<file path="config.mk">
export PLATFORM = sky130hd
export DESIGN_NAME = dcsk_tx_sched
export DESIGN_NICKNAME = d
export VERILOG_FILES = /design/src/rtl/dcsk_tx_sched.sv
export SDC_FILE = /design/constraint.sdc
export NUM_CORES = 1
export LEC_CHECK = 0
export CORE_ASPECT_RATIO = 0.8
export CORE_MARGIN = 8
export CORE_UTILIZATION = 52
export DETAILED_ROUTE_END_ITERATION = 10
export GPL_ROUTABILITY_DRIVEN = 0
export PLACE_DENSITY = 0.79
export SLEW_MARGIN = 20
export SYNTH_ARGS = -nofsm -noshare
export SYNTH_HDL_FRONTEND = slang
export SYNTH_SLANG_ARGS = --single-unit
</file>
<file path="constraint.sdc">
create_clock -name i_clk -period 2.7 [get_ports i_clk]
set_input_delay 0.405 -clock i_clk [delete_from_list [all_inputs] [get_ports i_clk]]
set_output_delay 0.405 -clock i_clk [all_outputs]
set_load 0.02 [all_outputs]
</file>
<file path="src/rtl/dcsk_tx_sched.sv">
// Frame scheduler for the DCSK transmitter: queues {msg, sf} requests, paces one
// frame (on-air chips plus guard gap) at a time and applies pending seed updates.
module dcsk_tx_sched #(
    parameter int unsigned DEPTH = 4,
    parameter int unsigned GUARD = 4
) (
    input  logic                       i_clk,
    input  logic                       i_rst_n,
    input  logic                       i_req_valid,
    input  logic [31:0]                i_req_msg,
    input  logic [1:0]                 i_req_sf,
    output logic                       o_req_ready,
    input  logic [7:0]                 i_seed,
    input  logic                       i_seed_wr,
    output logic [31:0]                o_msg,
    output logic [1:0]                 o_sf,
    output logic [7:0]                 o_seed,
    output logic                       o_load_seed,
    output logic                       o_send,
    output logic                       o_busy,
    output logic                       o_frame_done,
    output logic [$clog2(DEPTH+1)-1:0] o_level
);
    localparam int unsigned AW = $clog2(DEPTH);
    localparam int unsigned LW = $clog2(DEPTH + 1);

    typedef enum logic [1:0] {IDLE, LOAD, SEND, WAIT} state_t;
    state_t state, state_nxt;

    logic [31:0]   mem_msg [DEPTH];
    logic [1:0]    mem_sf  [DEPTH];
    logic [AW-1:0] wr_ptr, rd_ptr;
    logic [LW-1:0] level_nxt;
    logic [12:0]   cnt, frame_last;
    logic          pending, push, pop;

    assign push       = i_req_valid && o_req_ready;
    assign level_nxt  = o_level + LW'(push) - LW'(pop);
    // o_sf already holds the popped entry's SF by the time SEND loads the counter
    assign frame_last = (13'd512 << o_sf) + 13'(GUARD) - 13'd1;

    always_comb begin
        state_nxt = state;
        pop       = 1'b0;
        case (state)
            IDLE: begin
                if (o_level != '0) begin
                    pop       = 1'b1;
                    state_nxt = pending ? LOAD : SEND;
                end
            end
            LOAD:    state_nxt = SEND;
            SEND:    state_nxt = WAIT;
            WAIT:    if (cnt == '0) state_nxt = IDLE;
            default: state_nxt = IDLE;
        endcase
    end

    always_ff @(posedge i_clk) begin
        if (!i_rst_n) state <= IDLE;
        else          state <= state_nxt;
    end

    always_ff @(posedge i_clk) begin
        if (push) begin
            mem_msg[wr_ptr] <= i_req_msg;
            mem_sf[wr_ptr]  <= i_req_sf;
        end
    end

    always_ff @(posedge i_clk) begin
        if (!i_rst_n) begin
            wr_ptr       <= '0;
            rd_ptr       <= '0;
            o_level      <= '0;
            o_req_ready  <= 1'b1;
            o_msg        <= '0;
            o_sf         <= '0;
            o_seed       <= '0;
            pending      <= 1'b0;
            cnt          <= '0;
            o_load_seed  <= 1'b0;
            o_send       <= 1'b0;
            o_busy       <= 1'b0;
            o_frame_done <= 1'b0;
        end else begin
            if (push) wr_ptr <= wr_ptr + AW'(1);
            if (pop) begin
                rd_ptr <= rd_ptr + AW'(1);
                o_msg  <= mem_msg[rd_ptr];
                o_sf   <= mem_sf[rd_ptr];
            end
            o_level     <= level_nxt;
            o_req_ready <= (level_nxt != LW'(DEPTH));

            // a write coinciding with the LOAD-cycle clear keeps the flag set
            if (i_seed_wr) begin
                o_seed  <= i_seed;
                pending <= 1'b1;
            end else if (state == LOAD) begin
                pending <= 1'b0;
            end

            if (state == SEND)                     cnt <= frame_last;
            else if (state == WAIT && cnt != '0)   cnt <= cnt - 13'd1;

            // strobes are registered from next state so they line up with it
            o_load_seed  <= (state_nxt == LOAD);
            o_send       <= (state_nxt == SEND);
            o_busy       <= (state_nxt != IDLE);
            o_frame_done <= (state == WAIT) && (cnt == 13'd1);
        end
    end
endmodule

</file>
; ---- After elaboration in Yosys (flattened, before gate mapping)
; Memories as Yosys holds them, arrays and structs flattened. A register that Yosys moved wholly into a read port is not among the register bits.
; Cells that the tools add are included.
[op_classes]
reduce_logical = 12
magnitude_cmp = 0
n_addsub = 7
mux = 12
bitwise_logic = 0
n_eq_ne = 7
multipliers = 0
div = 0
shifts = 1
[op_table]
columns = operator, n
row1 = $mux W13, 2
row2 = $sub A13 B1 Y13 const B, 2
row3 = $add A13 B3 Y13 const B, 1
row4 = $eq A13 B1 Y1 const B, 1
row5 = $logic_not A13 Y1, 1
row6 = $reduce_bool A13 Y1, 1
row7 = $shl A10 B2 Y13 const A, 1
row8 = $pmux W2 S4, 1
row9 = $eq A2 B2 Y1 const B, 3
row10 = $mux W1, 6
row11 = $mux W2, 3
row12 = $reduce_bool A2 Y1, 3
row13 = $add A2 B1 Y2 const B, 2
row14 = $eq A2 B1 Y1 const B, 2
row15 = $add A3 B1 Y3, 1
row16 = $logic_and A1 B1 Y1, 3
row17 = $ne A3 B3 Y1 const B, 1
row18 = $reduce_bool A3 Y1, 1
row19 = $sub A3 B1 Y3, 1
row20 = $logic_not A1 Y1, 2
row21 = $logic_not A2 Y1, 1
[word_totals]
out_inout_bits = 50
ramBits = 136
reg_bits = 36
input_bits = 46
mem_count = 2
latchBits = 0
mem_bits_ro = 0
elab_cells = 53
[mem_list]
columns = memory, depth, width, read_ports, rd_ports_with_merged_regs, wr, line
row1 = mem_msg, 4, 32, 1, 1, 1, 30  ; logic [31:0] mem_msg [DEPTH];
row2 = mem_sf, 4, 2, 1, 1, 1, 31  ; logic [1:0] mem_sf [DEPTH];

; ---- Depth between registers and ports, before layout
; Gate-level depths: netlist of run 1.
[logic_depth]
word_depth = 5
ltp_mapped = 11
mapped_depth_nobuf = 10

; ---- Worst setup path before layout of run 1
; OpenSTA, ideal clock, no wires.
[synth_timing]
kind = reg2reg
from = reg o_level[1]
to = reg o_req_ready
setup_time_ns = 0.114
slack_ns = 0.181
arrival_time_ns = 2.405
synth_period_minus_slack_ns = 2.519
stages_incl_launch_ff = 12
n_path_buf = 1
path_cell_list = dfxtp_1 or3_1 nand2_1 inv_1 clkbuf_1 ha_1 inv_1 ha_1 fa_1 xnor2_1 and2_1 nand2_1
[synth_via]
elab_chain_len = 5
[synth_rtl]
columns = element, line
row1 = start: declaration, 22  ; output logic [$clog2(DEPTH+1)-1:0] o_level
row2 = start signal: assignment, 93  ; o_level <= level_nxt;
row3 = $reduce_bool A3 Y1, 47  ; if (o_level != '0) begin
row4 = $mux W1, 47
row5 = $mux W1, 45  ; case (state)
row6 = via pop, 35  ; logic pending, push, pop;
row7 = $sub A3 B1 Y3, 38  ; assign level_nxt = o_level + LW'(push) - LW'(pop);
row8 = $ne A3 B3 Y1, 94  ; o_req_ready <= (level_nxt != LW'(DEPTH));
row9 = end signal: assignment, 94
row10 = end: declaration, 12  ; output logic o_req_ready,
; The timed path passes the listed nets, and every way through them passes these cells.
; A chain may end at the register's enable or synchronous reset.

; ---- Final worst setup path of run 1
[layout_timing]
from = reg o_level[1]
to = reg o_req_ready
[layout_via]
elab_chain_len = 5
[layout_rtl]
columns = element, line
row1 = branches (longest 3 deep; another with $add A3 B1 Y3), n/a
row2 = $sub A3 B1 Y3 *, 38
row3 = $ne A3 B3 Y1 *, 94
; Every way passes the cells marked *.

==> impl_metrics.ini, run 1 <==
[place]
dpl.hpwl_um = 9795
placed_cell_area_mm2 = 0.008975
io_buffers = 95

[cells_and_area]
nets = 677
diodes = 0
n_fill_cell = 1034
drive_gt1_share_pct = 14.29
fin_util_pct = 64.74
areaGrowthSynthToFinish_pct = 23.39
fin_area_mm2 = 0.009623

[global_routing]
grt.overflow.total = 0
grt_pass1_vias = 4844
grt_max_degree = 38
grt_pass1_wl_um = 25670
antenna_found_initial = 0
grt_util_all_layers_pct = 16.73

[floorplanning]
start_util_pct = 52.47
core_mm2 = 0.01486
die_y_um = 125.5
rows = 40
die_w_um = 152.9
die_area_mm2 = 0.01920
pin_count = 96

[pwr]
clkPwrFrac_pct = 26.1
seqPwrFrac_pct = 41.4
pwr-share-comb_pct = 32.5
vdd_drop_max_v = 0.0007061
swShare_pct = 32.45
power.density_mw_per_mm2 = 1081
power_switching_mw = 3.375
power.internal_mw = 7.027
p_leak_nw = 3.312

[logic_synthesis]
synthTopCellsByCount = 136 x edfxtp_1, 78 x nand2_1, 70 x dfxtp_1
synth_area_leaders = edfxtp_1 52%, dfxtp_1 18%, mux4_2 9.8%
async_reset_ff_share_pct = 0
synth_edf_count = 136
syn-cell-area_mm2 = 0.007799
synth_warnings = 0
ys_ff_latch = 206
synth_top_area_share_pct = 52.37
ys_types = 48
synth.most_common_cell = edfxtp_1
yosys.area.top_type = edfxtp_1
ys.flop_type = edfxtp_1
synthesis.nets = 573
synth_seq_area_share_pct = 70.34
avgSynthCellArea_um2 = 15.06
synth_cells = 518

[clock_network]
clk_pin_slew_ns = 0.06
cts.path.max_buffers = 3
htree_num_levels = 1
cts_hold_buf = 0
clock_sinks = 206
cts_buffers = 21
root_buffer = clkbuf_16
post-cts-setup-buffers = 0
insertion_delay_ns = 0.49
cts-resized-gates = 0
cts_tree = built

[min_path]
hold_class = reg -> reg

[worst_setup_path]
path_max_fanout = 4
cp-start-kind = register
end_kind = register
critPathKind = reg -> reg
cp.arrival_ns = 2.65
required_ns = 3.08

[sta]
fmax_mhz = 439.3
holdWs_ns = 0.4509
finalSetupTns_ns = 0
slew_headroom_pct = 56.93
finalMaxSlewViolations = 0
setup_viol = 0
period_share_pct = 84.30
final-hold-violation-count = 0
skew_ns = 0.009061
period_minus_slack_ns = 2.276
worst_pin_slew_ns = 0.6373
rsz0062_at_grt = false

[drt]
detail-route-antenna-nets = 0
drc_errors = 0
first_pass_iters = 5
wire_per_inst_um = 19.29
drtIter0Drc = 285
num_vias = 4639
viasPerCell = 5.616
routed_wl_um = 15940

[flow_run]
drv_cap = 0

[status]
outcome = finished clean
[metrics by stage]
step | setup slack (ns) | instances | power (mW)
floorplan | 0.1814 | 518 | 6.566
global placement | 0.3207 | 788 | 7.615
detailed placement | 0.1934 | 788 | 7.737
CTS | 0.4077 | 826 | 10.47
global route | 0.2648 | 826 | 10.95
finish | 0.4238 | 826 | 10.40
[sequential cells by signal, indices dropped and copies added (netlist names)]
register and flops:
o_sf 2, mem_sf 8, rd_ptr 2, o_busy 1
state 2, cnt 13, o_msg 32, o_level 3
o_req_ready 1, o_seed 8, o_send 1, o_load_seed 1
mem_msg 128, o_frame_done 1, wr_ptr 2, pending 1
[worst max-delay path: stages (launching register included)]
cell and delay (ns):
dfxtp_1 0.34, or3_1 0.42, nand2_1 0.10, inv_1 0.06
ha_1 0.27, inv_1 0.04, ha_1 0.18, fa_1 0.38
xnor2_1 0.17, and2_1 0.17, nand2_1 0.06
[power groups by stage]
stage | Clock, mW | Combinational, mW | Sequential (mW)
floorplan | 0 | 2.00 | 4.57
global placement | 0 | 3.30 | 4.32
detailed placement | 0 | 3.37 | 4.36
CTS | 2.76 | 3.40 | 4.31
global route | 2.90 | 3.68 | 4.37
finish | 2.71 | 3.38 | 4.31
[logic make-up after synthesis]
family | share of synthesized area [%]
flops | 70.34
simple gates | 8.856
compound gates | 5.054
mux | 11.10
buf+inv | 2.214
fa+ha+maj | 1.540
xor+xnor | 0.8985
[cell usage in the layout, fill, tap and decap left out, types with 2 or more instances in the layout]
cell             netlist  routed
clkbuf_8               0       2
inv_1                 14      14
nand2b_1               3       3
ha_1                   8       8
nor3_1                 6       6
nor2_1                25      25
dfxtp_2                0       2
and3_2                 0       4
nand3_1                2       2
nand2_1               78      78
nor4_1                 4       4
mux2i_1               10      10
o311ai_0               2       2
o211ai_1               3       3
buf_4                  0      13
a21oi_1               40      40
mux4_2                34      34
o21ai_0                5       5
or3_1                  6       6
or4_1                  5       5
clkdlybuf4s50_1        0      95
and2_1                 3       3
xnor2_1                3       3
clkinv_2               0       2
inv_6                  0       2
edfxtp_1             136     136
xor2_1                 5       5
o31ai_1                3       3
clkbuf_16              0      21
dfxtp_1               70      68
nor2b_1                2       2
clkbuf_1              16      10
[area by class of cell]
class | instances | area (um^2) | area share, %
Sequential cell | 206 | 5488 | 57.03
Inverter | 15 | 56.30 | 0.5851
Tap cell | 189 | 236.5 | 2.457
Timing Repair Buffer | 108 | 1049 | 10.90
Multi-Input combinational cell | 270 | 2146 | 22.30
Clock inverter | 5 | 57.56 | 0.5981
Clock buffer | 33 | 590.6 | 6.137
[path summary, 6_finish.rpt]
kind         slack [ns]       start  depth (start not counted)          end
max                0.42  o_level[1]                         10  o_req_ready
min                0.45    o_msg[2]                          2     o_msg[2]
max reg2reg        0.42  o_level[1]                         10  o_req_ready
min reg2reg        0.45    o_msg[2]                          2     o_msg[2]
[metal layers]
metal / global-route usage (%) / vias up / wire (um) / part of all wire (%)
met5: 0 / - / 0 / 0
met4: 4.646 / 0 / 278 / 1.7
met2: 29.57 / 157 / 8019 / 50
met1: 19.76 / 2315 / 6529 / 41
li1: - / 2134 / - / -
met3: 4.613 / 33 / 1107 / 6.9
(Power assumes the default switching activity.)
==> run 2: changes to the inputs <==
- clock period: 2.7 -> 2.2 ns (I/O delays scaled with it)
==> impl_metrics.ini, run 2 (synthesized netlist as in run 1, its figures left out) <==
[status]
outcome = finished clean

[sta]
rsz0062_at_grt = true
fmax_mhz = 470.5
holdWs_ns = 0.4541
worst_pin_slew_ns = 0.4860
finalSetupTns_ns = 0
period_share_pct = 96.60
skew_ns = 0.02050
period_minus_slack_ns = 2.125
setup_viol = 0
final-hold-violation-count = 0
slew_headroom_pct = 67.16
fin_ws_ns = 0.07478
finalMaxSlewViolations = 0

[drt]
first_pass_iters = 4
drtIter0Drc = 307
viasPerCell = 5.648
routed_wl_um = 16130
drc_errors = 0
detail-route-antenna-nets = 0
num_vias = 4665
wire_per_inst_um = 19.53

[cells_and_area]
layout_commonest_cell = edfxtp_1
final_cell_mix = 136 x edfxtp_1, 95 x clkdlybuf4s50_1, 77 x nand2_1
reg.largest.list = mem_msg: 128 flops, o_msg: 32 flops, cnt: 13 flops
diodes = 0
areaGrowthSynthToFinish_pct = 25.19
n_fill_cell = 1043
largest_reg_flops = 128
stdcell_count = 826
drive_gt1_share_pct = 16.33
nets = 678
largest-register = mem_msg

[floorplanning]
die_area_mm2 = 0.01920
pin_count = 96
start_util_pct = 52.47
die_y_um = 125.5
rows = 40
die_w_um = 152.9
core_mm2 = 0.01486

[min_path]
min_to = o_msg[15]
hold_class = reg -> reg
min_path_cells = 2
worstHoldStart = o_msg[15]

[global_routing]
antenna_found_initial = 1
grt_busiest_layer = met2
grtUsageMet1_pct = 19.95
grt_max_degree = 40
grt_pass1_vias = 4953
grt.overflow.total = 0
grt_util_all_layers_pct = 16.90
grt.met3_usage_pct = 4.337
grt_pass1_wl_um = 25990
gr-usage-met2_pct = 29.47

[worst_setup_path]
cp_slowest_cell = or3_4
r2r_setup_slack_ns = 0.07
critPathKind = reg -> reg
end_kind = register
r2r_end = o_req_ready
crit_chain = or3_4 -> nand2_4 -> inv_2 -> ha_4 -> inv_2 -> ha_4 -> fa_2 -> xnor2_2 -> and2_4 -> nand2_1
cp_top_family = adder cells
required_ns = 2.57
reg2reg_from = o_level[1]
reg2reg_depth = 10
cp.arrival_ns = 2.50
path_max_fanout = 4
max_stage_delay_ns = 0.42
crit_buf_inv = 2
cp-start-kind = register

[clock_network]
cts_buffers = 21
cts.path.max_buffers = 3
insertion_delay_ns = 0.50
root_buffer = clkbuf_16
cts_tree = built
clock_sinks = 206
htree_num_levels = 1
clk_pin_slew_ns = 0.06

[place]
io_buffers = 95
dpl.hpwl_um = 10020
pre_cts_slack_ns = -0.06567
place_inst = 789

[pwr]
power.density_mw_per_mm2 = 1324
swShare_pct = 32.78
pwr-share-comb_pct = 33.5
power.internal_mw = 8.689
total_power_mw = 12.92
p_leak_nw = 3.341
vdd_drop_max_v = 0.0008174
clkPwrFrac_pct = 25.4
power_switching_mw = 4.236
seqPwrFrac_pct = 41.1

[flow_run]
drv_cap = 0
## run 2: cell types whose count changed in the layout (fill, tap and decap cells not counted), sizes merged
cell	previous run	this run
clkbuf	33	25
inv	17	16
clkinvlp	0	2
buf	13	14
clkinv	2	8
## run 2: power by group through the flow
| stage | logic [mW] | clock network, mW | registers [mW] |
|---|---|---|---|
| after global placement | 4.18 | 0 | 5.32 |
| final | 4.33 | 3.29 | 5.31 |
| after floorplan | 2.56 | 0 | 5.61 |
| after global routing | 4.71 | 3.50 | 5.39 |
| after CTS | 4.34 | 3.36 | 5.30 |
| after detailed placement | 4.30 | 0 | 5.38 |
## run 2: repair_timing
action | CTS | global route
hold buffers | 0 | 0
endpoints found under the setup margin | 0 | 1
buffers inserted | 0 | 0
resized for setup | 0 | 2
## run 2: routing by layer
metal / wire length [um] / part of all wire [%]
met2: 8009 / 50
met3: 1008 / 6.2
met5: 10 / 0.062
met4: 436 / 2.7
met1: 6665 / 41
## run 2: cell type report
cell class                 count  area [um^2]  area share (%)
clock buffer                  25        550.5           5.639
clock inverter                12        87.58          0.8971
inverter                      15        56.30          0.5767
multi-input combinational    270         2196           22.49
sequential                   206         5493           56.26
tap                          189        236.5           2.422
timing repair buffer         109         1144           11.71
## run 2: worst max-delay path by stage
stage / end / slack, ns / depth (start not counted) / from
after floorplan: o_req_ready / -0.03 / 11 / o_level[0]
after global placement: o_req_ready / 0.06 / 9 / i_req_valid
after detailed placement: o_req_ready / -0.07 / 9 / i_req_valid
after CTS: o_req_ready / 0.005 / 10 / o_level[0]
after global routing: o_req_ready / -0.006 / 10 / o_level[1]
final: o_req_ready / 0.07 / 10 / o_level[1]
## run 2: metrics by stage
step / cell area [um^2] / utilization (%)
detailed placement: 9115 / 61.32
finish: 9763 / 65.68
floorplan: 7854 / -
global placement: 9115 / 61.32
global route: 9763 / 65.68
CTS: 9753 / 65.61
## run 2: worst register-to-register path: cells and delay by family (launching register included)
| family | cells | cell delay [ns] |
|---|---|---|
| simple gates | 4 | 0.72 |
| fa+ha+maj | 3 | 0.75 |
| xor+xnor | 1 | 0.13 |
| flops | 1 | 0.34 |
| buf+inv | 2 | 0.09 |
